## config.mk

```make
export PLATFORM = sky130hd
export DESIGN_NAME = audio_sample_fifo
export DESIGN_NICKNAME = d
export VERILOG_FILES = /design/src/rtl/audio_pkg.sv /design/src/rtl/strobe_edge_det.sv /design/src/rtl/audio_sample_fifo.sv
export SDC_FILE = /design/constraint.sdc
export NUM_CORES = 1
export LEC_CHECK = 0
export ABC_AREA = 1
export BUFFER_PORTS_ARGS = -buffer_cell sky130_fd_sc_hd__buf_4
export CAP_MARGIN = 5
export CORE_ASPECT_RATIO = 0.5
export CORE_MARGIN = 4
export CORE_UTILIZATION = 46
export CTS_CLUSTER_DIAMETER = 150
export DETAILED_ROUTE_END_ITERATION = 16
export PLACE_DENSITY = 0.74
export SLEW_MARGIN = 0
export SYNTH_ARGS = -nofsm -noshare
export SYNTH_HDL_FRONTEND = slang
export SYNTH_SLANG_ARGS = --single-unit
```

## constraint.sdc

```tcl
create_clock -name lmmi_clk_i -period 4.18 [get_ports lmmi_clk_i]
set_input_delay 0.836 -clock lmmi_clk_i [delete_from_list [all_inputs] [get_ports lmmi_clk_i]]
set_output_delay 0.836 -clock lmmi_clk_i [all_outputs]
set_load 0.005 [all_outputs]
```

## src/rtl/audio_pkg.sv

```systemverilog
// Shared types for the audio sample FIFO.
// The optional event counters in audio_sample_fifo are enabled by AUDIO_FIFO_STATS_EN.
package audio_pkg;

  localparam int SAMPLE_W = 32;
  localparam int CNT_W    = 16;

  typedef logic [SAMPLE_W-1:0] sample_t;
  typedef logic [CNT_W-1:0]    cnt_t;

  // FILL waits for the prime level before playback; RUN pops on every request.
  typedef enum logic {
    ST_FILL = 1'b0,
    ST_RUN  = 1'b1
  } fifo_state_e;

  // Saturating increment so a long-running stream never wraps a statistic to zero.
  function automatic cnt_t sat_inc(input cnt_t value);
    if (value == {CNT_W{1'b1}}) begin
      return value;
    end
    return value + cnt_t'(1);
  endfunction

endpackage

```

## src/rtl/strobe_edge_det.sv

```systemverilog
// Registered rising-edge detector for a codec sample strobe.
// A strobe that is already high while reset is released stays disarmed
// until it has been seen low, so it cannot fake an event.
module strobe_edge_det (
  input  logic clk_i,
  input  logic reset_i,
  input  logic stb_i,
  output logic evt_o
);

  logic stb_q;
  logic stb_d;
  logic armed_q;
  logic armed_d;

  // Next-state for the delayed strobe and the arm flag; reset captures whether the strobe is low.
  always_comb begin
    stb_d   = stb_i;
    armed_d = armed_q | ~stb_i;
    if (reset_i) begin
      stb_d   = 1'b0;
      armed_d = ~stb_i;
    end
  end

  // Edge-detect state registers.
  always_ff @(posedge clk_i) begin
    stb_q   <= stb_d;
    armed_q <= armed_d;
  end

  assign evt_o = stb_i & ~stb_q & armed_q;

endmodule

```

## src/rtl/audio_sample_fifo.sv

```systemverilog
// Elastic sample buffer between an RX codec and a TX codec on one clock.
// Playback starts once PRIME samples are buffered and drops back to FILL on underflow.
// Define AUDIO_FIFO_STATS_EN to enable the saturating overflow/underflow counters.
module audio_sample_fifo
  import audio_pkg::*;
#(
  parameter int DEPTH = 8,
  parameter int PRIME = DEPTH / 2
) (
  input  logic                     lmmi_clk_i,
  input  logic                     reset_i,
  input  logic                     wr_stb_i,
  input  sample_t                  wr_dat_i,
  input  logic                     rd_stb_i,
  output sample_t                  rd_dat_o,
  output logic [$clog2(DEPTH):0]   level_o,
  output logic                     full_o,
  output logic                     empty_o,
  output logic                     run_o,
  output logic                     ovf_o,
  output logic                     udf_o,
  input  logic                     clr_flags_i,
  output logic [15:0]              ovf_cnt_o,
  output logic [15:0]              udf_cnt_o
);

  localparam int AW = $clog2(DEPTH);
  localparam int LW = AW + 1;
  localparam logic [LW-1:0] DEPTH_LVL = LW'(DEPTH);
  localparam logic [LW-1:0] PRIME_LVL = LW'(PRIME);

  logic wr_evt;
  logic rd_evt;

  strobe_edge_det u_wr_edge (
    .clk_i   (lmmi_clk_i),
    .reset_i (reset_i),
    .stb_i   (wr_stb_i),
    .evt_o   (wr_evt)
  );

  strobe_edge_det u_rd_edge (
    .clk_i   (lmmi_clk_i),
    .reset_i (reset_i),
    .stb_i   (rd_stb_i),
    .evt_o   (rd_evt)
  );

  sample_t     mem_q [DEPTH];
  logic [AW-1:0] wr_ptr_q, wr_ptr_d;
  logic [AW-1:0] rd_ptr_q, rd_ptr_d;
  logic [LW-1:0] level_q, level_d;
  fifo_state_e   state_q, state_d;
  sample_t       rd_dat_q, rd_dat_d;
  logic          ovf_q, ovf_d;
  logic          udf_q, udf_d;

  logic full;
  logic empty;
  logic in_run;
  logic pop;
  logic do_wr;
  logic ovf_evt;
  logic udf_evt;

  // Classify this cycle's strobe events into pop, store, overflow and underflow.
  always_comb begin
    full    = (level_q == DEPTH_LVL);
    empty   = (level_q == '0);
    in_run  = (state_q == ST_RUN);
    pop     = in_run & rd_evt & ~empty;
    udf_evt = in_run & rd_evt & empty;
    ovf_evt = wr_evt & full & ~pop;
    do_wr   = wr_evt & ~ovf_evt;
  end

  // Pointer, level, output sample and flag updates for the next cycle.
  always_comb begin
    wr_ptr_d = wr_ptr_q;
    rd_ptr_d = rd_ptr_q;
    level_d  = level_q;
    rd_dat_d = rd_dat_q;
    ovf_d    = ovf_q;
    udf_d    = udf_q;

    if (do_wr) begin
      wr_ptr_d = wr_ptr_q + AW'(1);
    end
    if (pop) begin
      rd_ptr_d = rd_ptr_q + AW'(1);
    end

    case ({do_wr, pop})
      2'b10:   level_d = level_q + LW'(1);
      2'b01:   level_d = level_q - LW'(1);
      default: level_d = level_q;
    endcase

    if (rd_evt && !in_run) begin
      rd_dat_d = '0;
    end else if (pop) begin
      rd_dat_d = mem_q[rd_ptr_q];
    end

    if (clr_flags_i) begin
      ovf_d = 1'b0;
      udf_d = 1'b0;
    end
    if (ovf_evt) begin
      ovf_d = 1'b1;
    end
    if (udf_evt) begin
      udf_d = 1'b1;
    end
  end

  // Playback state: enter RUN once primed, fall back to FILL on underflow.
  always_comb begin
    state_d = state_q;
    case (state_q)
      ST_FILL: begin
        if (level_d >= PRIME_LVL) begin
          state_d = ST_RUN;
        end
      end
      ST_RUN: begin
        if (udf_evt) begin
          state_d = ST_FILL;
        end
      end
      default: state_d = ST_FILL;
    endcase
  end

  // Control and status registers with synchronous reset.
  always_ff @(posedge lmmi_clk_i) begin
    if (reset_i) begin
      wr_ptr_q <= '0;
      rd_ptr_q <= '0;
      level_q  <= '0;
      state_q  <= ST_FILL;
      rd_dat_q <= '0;
      ovf_q    <= 1'b0;
      udf_q    <= 1'b0;
    end else begin
      wr_ptr_q <= wr_ptr_d;
      rd_ptr_q <= rd_ptr_d;
      level_q  <= level_d;
      state_q  <= state_d;
      rd_dat_q <= rd_dat_d;
      ovf_q    <= ovf_d;
      udf_q    <= udf_d;
    end
  end

  // Sample storage; contents are left as-is on reset since the pointers define validity.
  always_ff @(posedge lmmi_clk_i) begin
    if (!reset_i && do_wr) begin
      mem_q[wr_ptr_q] <= wr_dat_i;
    end
  end

`ifdef AUDIO_FIFO_STATS_EN
  cnt_t ovf_cnt_q, ovf_cnt_d;
  cnt_t udf_cnt_q, udf_cnt_d;

  // Saturating event counts, unaffected by the flag clear.
  always_comb begin
    ovf_cnt_d = ovf_cnt_q;
    udf_cnt_d = udf_cnt_q;
    if (ovf_evt) begin
      ovf_cnt_d = sat_inc(ovf_cnt_q);
    end
    if (udf_evt) begin
      udf_cnt_d = sat_inc(udf_cnt_q);
    end
  end

  // Counter registers, cleared only by reset.
  always_ff @(posedge lmmi_clk_i) begin
    if (reset_i) begin
      ovf_cnt_q <= '0;
      udf_cnt_q <= '0;
    end else begin
      ovf_cnt_q <= ovf_cnt_d;
      udf_cnt_q <= udf_cnt_d;
    end
  end

  assign ovf_cnt_o = ovf_cnt_q;
  assign udf_cnt_o = udf_cnt_q;
`else
  assign ovf_cnt_o = '0;
  assign udf_cnt_o = '0;
`endif

  assign rd_dat_o = rd_dat_q;
  assign level_o  = level_q;
  assign full_o   = full;
  assign empty_o  = empty;
  assign run_o    = in_run;
  assign ovf_o    = ovf_q;
  assign udf_o    = udf_q;

endmodule

```

* Word level (Yosys, flattened, before mapping)
Memory sizes are Yosys's and may differ from the RTL's. A register that Yosys moved wholly into a read port is not among the register bits.
Index checks and enable logic that the tools add are counted.
** Storage, ports and cells
- Memories :: 1
- Memory bits (writable) :: 256
- Register bits after elaboration :: 17
** Memories
- mem_q :: depth 8, width 32, read ports 1, clocked after Yosys merged registers in 1, wr ports 1, line audio_sample_fifo.sv:49 : sample_t mem_q [DEPTH];
** Cells by class
- Reductions and logical operators :: 8
- Bitwise operators :: 20
- Multiplexer cells :: 11
- Equality and inequality tests :: 3
- $lt $le $gt $ge :: 1
- $add $sub $neg :: 4
** Operators by type and width (number)
- $and A1 B1 Y1 :: 10
- $mux W1 :: 9
- $not A1 Y1 :: 8
- $pmux W4 S2 :: 1
- $add A3 B1 Y3 const B :: 2
- $add A4 B1 Y4 const B :: 1
- $eq A4 B4 Y1 const B :: 1
- $ge A4 B3 Y1 const B :: 1
- $logic_not A4 Y1 :: 1
- $reduce_bool A2 Y1 :: 2
- $sub A4 B1 Y4 const B :: 1
- $eq A2 B1 Y1 const B :: 1
- $eq A2 B2 Y1 const B :: 1
- $logic_and A1 B1 Y1 :: 2
- $logic_not A1 Y1 :: 2
- $or A1 B1 Y1 :: 2
- $pmux W1 S2 :: 1
- $reduce_or A2 Y1 :: 1

* Depth between registers and ports, before layout
- Depth in word-level cells :: 14
- Depth in mapped cells :: 14

* By module
A second synthesis with hierarchy kept.
** Unflattened totals
- Cell total of the unflattened synthesis :: 961
- Area total of the unflattened synthesis :: 11951.5 um2
** By module, submodules not included
- audio_sample_fifo :: cells an instance 943, area an instance 11818.8 um2, seq. area each 8588.2 um2, times used 1
- strobe_edge_det :: cells an instance 9, area an instance 66.3 um2, seq. area each 40.0 um2, times used 2

* Least setup slack after synthesis
Ideal clock, no wire load.
- Path kind :: input -> register
- Start :: in wr_stb_i
- End :: mem mem_q[0][0] in the netlist's numbering (enable)
- Stages :: 8
- Setup time :: 0.421 ns
- Data arrival time :: 2.890 ns
- Required time :: 3.759 ns
- Slack :: 0.869 ns
- Cells stage by stage :: inv_1 > nor2_1 > nand2_1 > nor2_1 > nand2_1 > nand2_1 > or2_1 > nor2_1
** On the way
- Cells in the longest elaborated chain, start to end :: 9
** Ends and longest elaborated chain
- from (decl) :: line audio_sample_fifo.sv:12 : input logic wr_stb_i,
- $and A1 B1 Y1 * (2 in series) :: line strobe_edge_det.sv:32 : assign evt_o = stb_i & ~stb_q & armed_q;
- $and A1 B1 Y1 (2 in series) :: line audio_sample_fifo.sv:73 : ovf_evt = wr_evt & full & ~pop;
- $not A1 Y1 :: line audio_sample_fifo.sv:74 : do_wr = wr_evt & ~ovf_evt;
- $and A1 B1 Y1 * :: line audio_sample_fifo.sv:74
- $logic_and A1 B1 Y1 * :: line audio_sample_fifo.sv:158 : if (!reset_i && do_wr) begin
- $mux W1 * :: line audio_sample_fifo.sv:158
- $mux W1 (implied by the code) * :: line audio_sample_fifo.sv:159 : mem_q[wr_ptr_q] <= wr_dat_i;
- to (decl) :: line audio_sample_fifo.sv:49
Every way passes the cells marked *; elsewhere a longest branch is shown, timed or not.

* Worst setup path in the final report
- Start :: in wr_stb_i
- End :: mem mem_q[7][15] in the netlist's numbering (enable)
Same word-level chain as after synthesis.

==> impl_metrics.tcl <==
set metrics [dict create \
    dpl_worst_slack_ns 1.042 \
    antenna_found_initial 0 \
    hold_ws_ns 0.4611 \
    rrSetupSlack_ns 1.57 \
    clock_path_buffers 3 \
    grt_use_total_pct 16.99 \
    yosysWarnings 0 \
    setup_violations 0 \
    firstDrtPassIters 5 \
    final_common_cell "edfxtp_1" \
    crit_type "in -> reg" \
    yosysTopAreaCellShare_pct 64.48 \
    synth_top_cell_by_area "edfxtp_1" \
    tightest_slew_ns 1.111 \
    min_from "u_wr_edge.armed_q" \
    netlist_area_um2 11920 \
    finish.net_count 1032 \
    cts-resized-gates 0 \
    powerDensity_nw_per_um2 452.7 \
    clock.fmax_mhz 382.8 \
    p_leak_nw 4.709 \
    synth_area_leaders "edfxtp_1, dfxtp_1, o21ai_0" \
    final-hold-violation-count 0 \
    gp_congestion 0.8079 \
    p_seq_share_pct 53.9 \
    gr-total-overflow 0 \
    crit_family "simple AND/OR/NAND/NOR gates" \
    cpPeakStageDelay_ns 0.91 \
    finClkSkew_ns 0.01278 \
    holdPathStages 2 \
    path_cells "buf_4, inv_1, nor2_1, nand2_1, nor2_1, nand2_1, nand2_1, inv_1, nand2_1, nor2_4" \
    cts_hold_buf 0 \
    post-route-drc-count 0 \
    ios 110 \
    holdPathEnd "u_wr_edge.armed_q" \
    tns_ns 0 \
    ys_seq_area_share_pct 72.70 \
    grt_pass1_wl_um 39440 \
    layout_common_cells "edfxtp_1, nor2_1, o21ai_0" \
    cts_tree "yes" \
    internal-power_mw 4.981 \
    cp_slowest_cell "nor2_4" \
    cts_root_buf "clkbuf_16" \
    core-area_um2 25340 \
    r2r_cells 8 \
    place_hpwl_um 14750 \
    endpoint_kind "register" \
    routed_via_density 5.494 \
    ys_ff_latch 305 \
    grt_pass1_vias 7222 \
    initial_core_util_pct 47.05 \
    antenna_cells 0 \
    drive_gt1_share_pct 16.21 \
    crit_path_frequent_cell "nand2_1" \
    clkPwrFrac_pct 43.4 \
    cts_inserted_buffers 28 \
    ant_nets 0 \
    slew_headroom_pct 25.74 \
    die_height_um 121.8 \
    port_buffers 77 \
    clkSinkCount 305 \
    dieArea_um2 28720 \
    crit_path_max_fanout 32 \
    worst_ep_arrival_time_ns 2.75 \
    timing.rr.end "mem_q[7][15]" \
    crit_buf_inv 3 \
    cp.required_ns 4.32 \
    slew_violations 0 \
    vias 7450 \
    syn_area_per_cell_um2 12.85 \
    ys_types 32 \
    r2r_start "level_o[0]" \
    initialDrtViolationCount 722 \
    grt_max_degree 101 \
    die_x_um 235.7 \
    wire_per_inst_um 18.58 \
    synthCells 928 \
    finalCritPeriodShare_pct 62.49 \
    p_sw_mw 1.195 \
    postCtsSetupBuffers 0 \
    insertion_delay_ns 0.53 \
    final_util_pct 53.83 \
    rows 41 \
    hp-class "reg -> reg" \
    min_period_ns 2.612 \
    wl_um 25200 \
    status "finished, final reports clean" \
    path_clk_slew_ns 0.06 \
    power_frac_comb_pct 2.7 \
    cts_max_level 1 \
    final.setup.worst_slack_ns 1.568 \
    rsz0062_at_grt "false" \
    p_sw_share_pct 19.35 \
    area_delta_synth_final_pct 14.41 \
    cap_viol_max_count 0 \
    ir_drop_mv 0.2622 \
    worstSetupStartpointType "input pin" \
]
-- logic make-up (layout without fill, tap and decap cells) --
family / Yosys count / count (layout) / share of synthesized area (%)
AOI/OAI and AO/OA: 308 / 308 / 14.37
xor gates and xnor gates: 1 / 1 / 0.07347
adders and majority gates: 5 / 5 / 0.5877
buffers and inverters: 116 / 169 / 5.688
DFF: 305 / 305 / 72.70
other: 1 / 32 / 0.03145
and+or+nand+nor: 192 / 192 / 6.548
-- stage by stage --
| stage | instance area [µm²] | power, mW | cells |
|---|---|---|---|
| 6_report | 13640 | 6.176 | 1356 |
| 3_3_place_gp | 12660 | 3.556 | 1304 |
| 3_5_place_dp | 12660 | 3.562 | 1304 |
| 4_1_cts | 13640 | 6.208 | 1356 |
| 2_1_floorplan | 12040 | 3.486 | 959 |
| 5_1_grt | 13640 | 6.354 | 1356 |
-- cell usage after synthesis (all sizes together) --
cell type / instances
nand3: 11
o22ai: 32
fa: 1
inv: 22
a31oi: 1
clkbuf: 30
edfxtp: 256
nand2: 24
a22oi: 1
xnor2: 1
conb: 1
ha: 4
clkinv: 1
or2: 1
o21ai: 200
nand4: 2
a21oi: 42
o221ai: 32
buf: 63
nor2: 154
dfxtp: 49
-- final cells by class --
type | instances | area, µm²
Multi-Input combinational cell | 538 | 2758
Tap cell | 344 | 430.4
Sequential cell | 305 | 8675
Clock inverter | 18 | 219.0
Inverter | 23 | 88.84
Timing Repair Buffer | 94 | 705.7
Fill cell | 2029 | 11700
Clock buffer | 34 | 764.5
-- state kept, by name (all words and copies together), names as in the netlist, 3 cells and up --
name	cells
rd_dat_o	32
mem_q	256
rd_ptr_q	3
wr_ptr_q	3
level_o	4
-- tightest hold or removal path: stages, from the launching register on --
cell	delay, ns
dfxtp_1	0.32
nand2_1	0.06
nand2_1	0.04
-- power by group through the flow --
stage	Sequential [mW]	Clock, mW	Combinational [mW]
after global routing	3.33	2.84	0.185
final	3.33	2.68	0.167
after CTS	3.33	2.71	0.167
after floorplan	3.40	0	0.0909
after detailed placement	3.40	0	0.167
after global placement	3.40	0	0.161
-- layer usage --
metal	wire length, µm	part of all wire (%)	up-vias	global-route usage (%)
met3	1765	7.0	37	2.466
met5	0	0	-	0
met1	10830	43	3633	23.21
met4	500	2.0	0	4.361
met2	12110	48	295	29.19
li1	-	-	3485	-
-- worst max path at each step --
stage	start	to	slack [ns]	cells past startpoint
3_3_place_gp	wr_stb_i	mem_q[1][17]	1.08	11
6_report	wr_stb_i	mem_q[7][15]	1.57	10
2_1_floorplan	wr_stb_i	mem_q[0][0]	0.87	8
5_1_grt	rd_ptr_q[0]	rd_dat_o[6]	1.36	6
3_5_place_dp	wr_stb_i	mem_q[1][17]	1.04	11
4_1_cts	level_o[1]	mem_q[7][17]	1.56	8
Note: power is estimated with default switching activity, not from simulation.
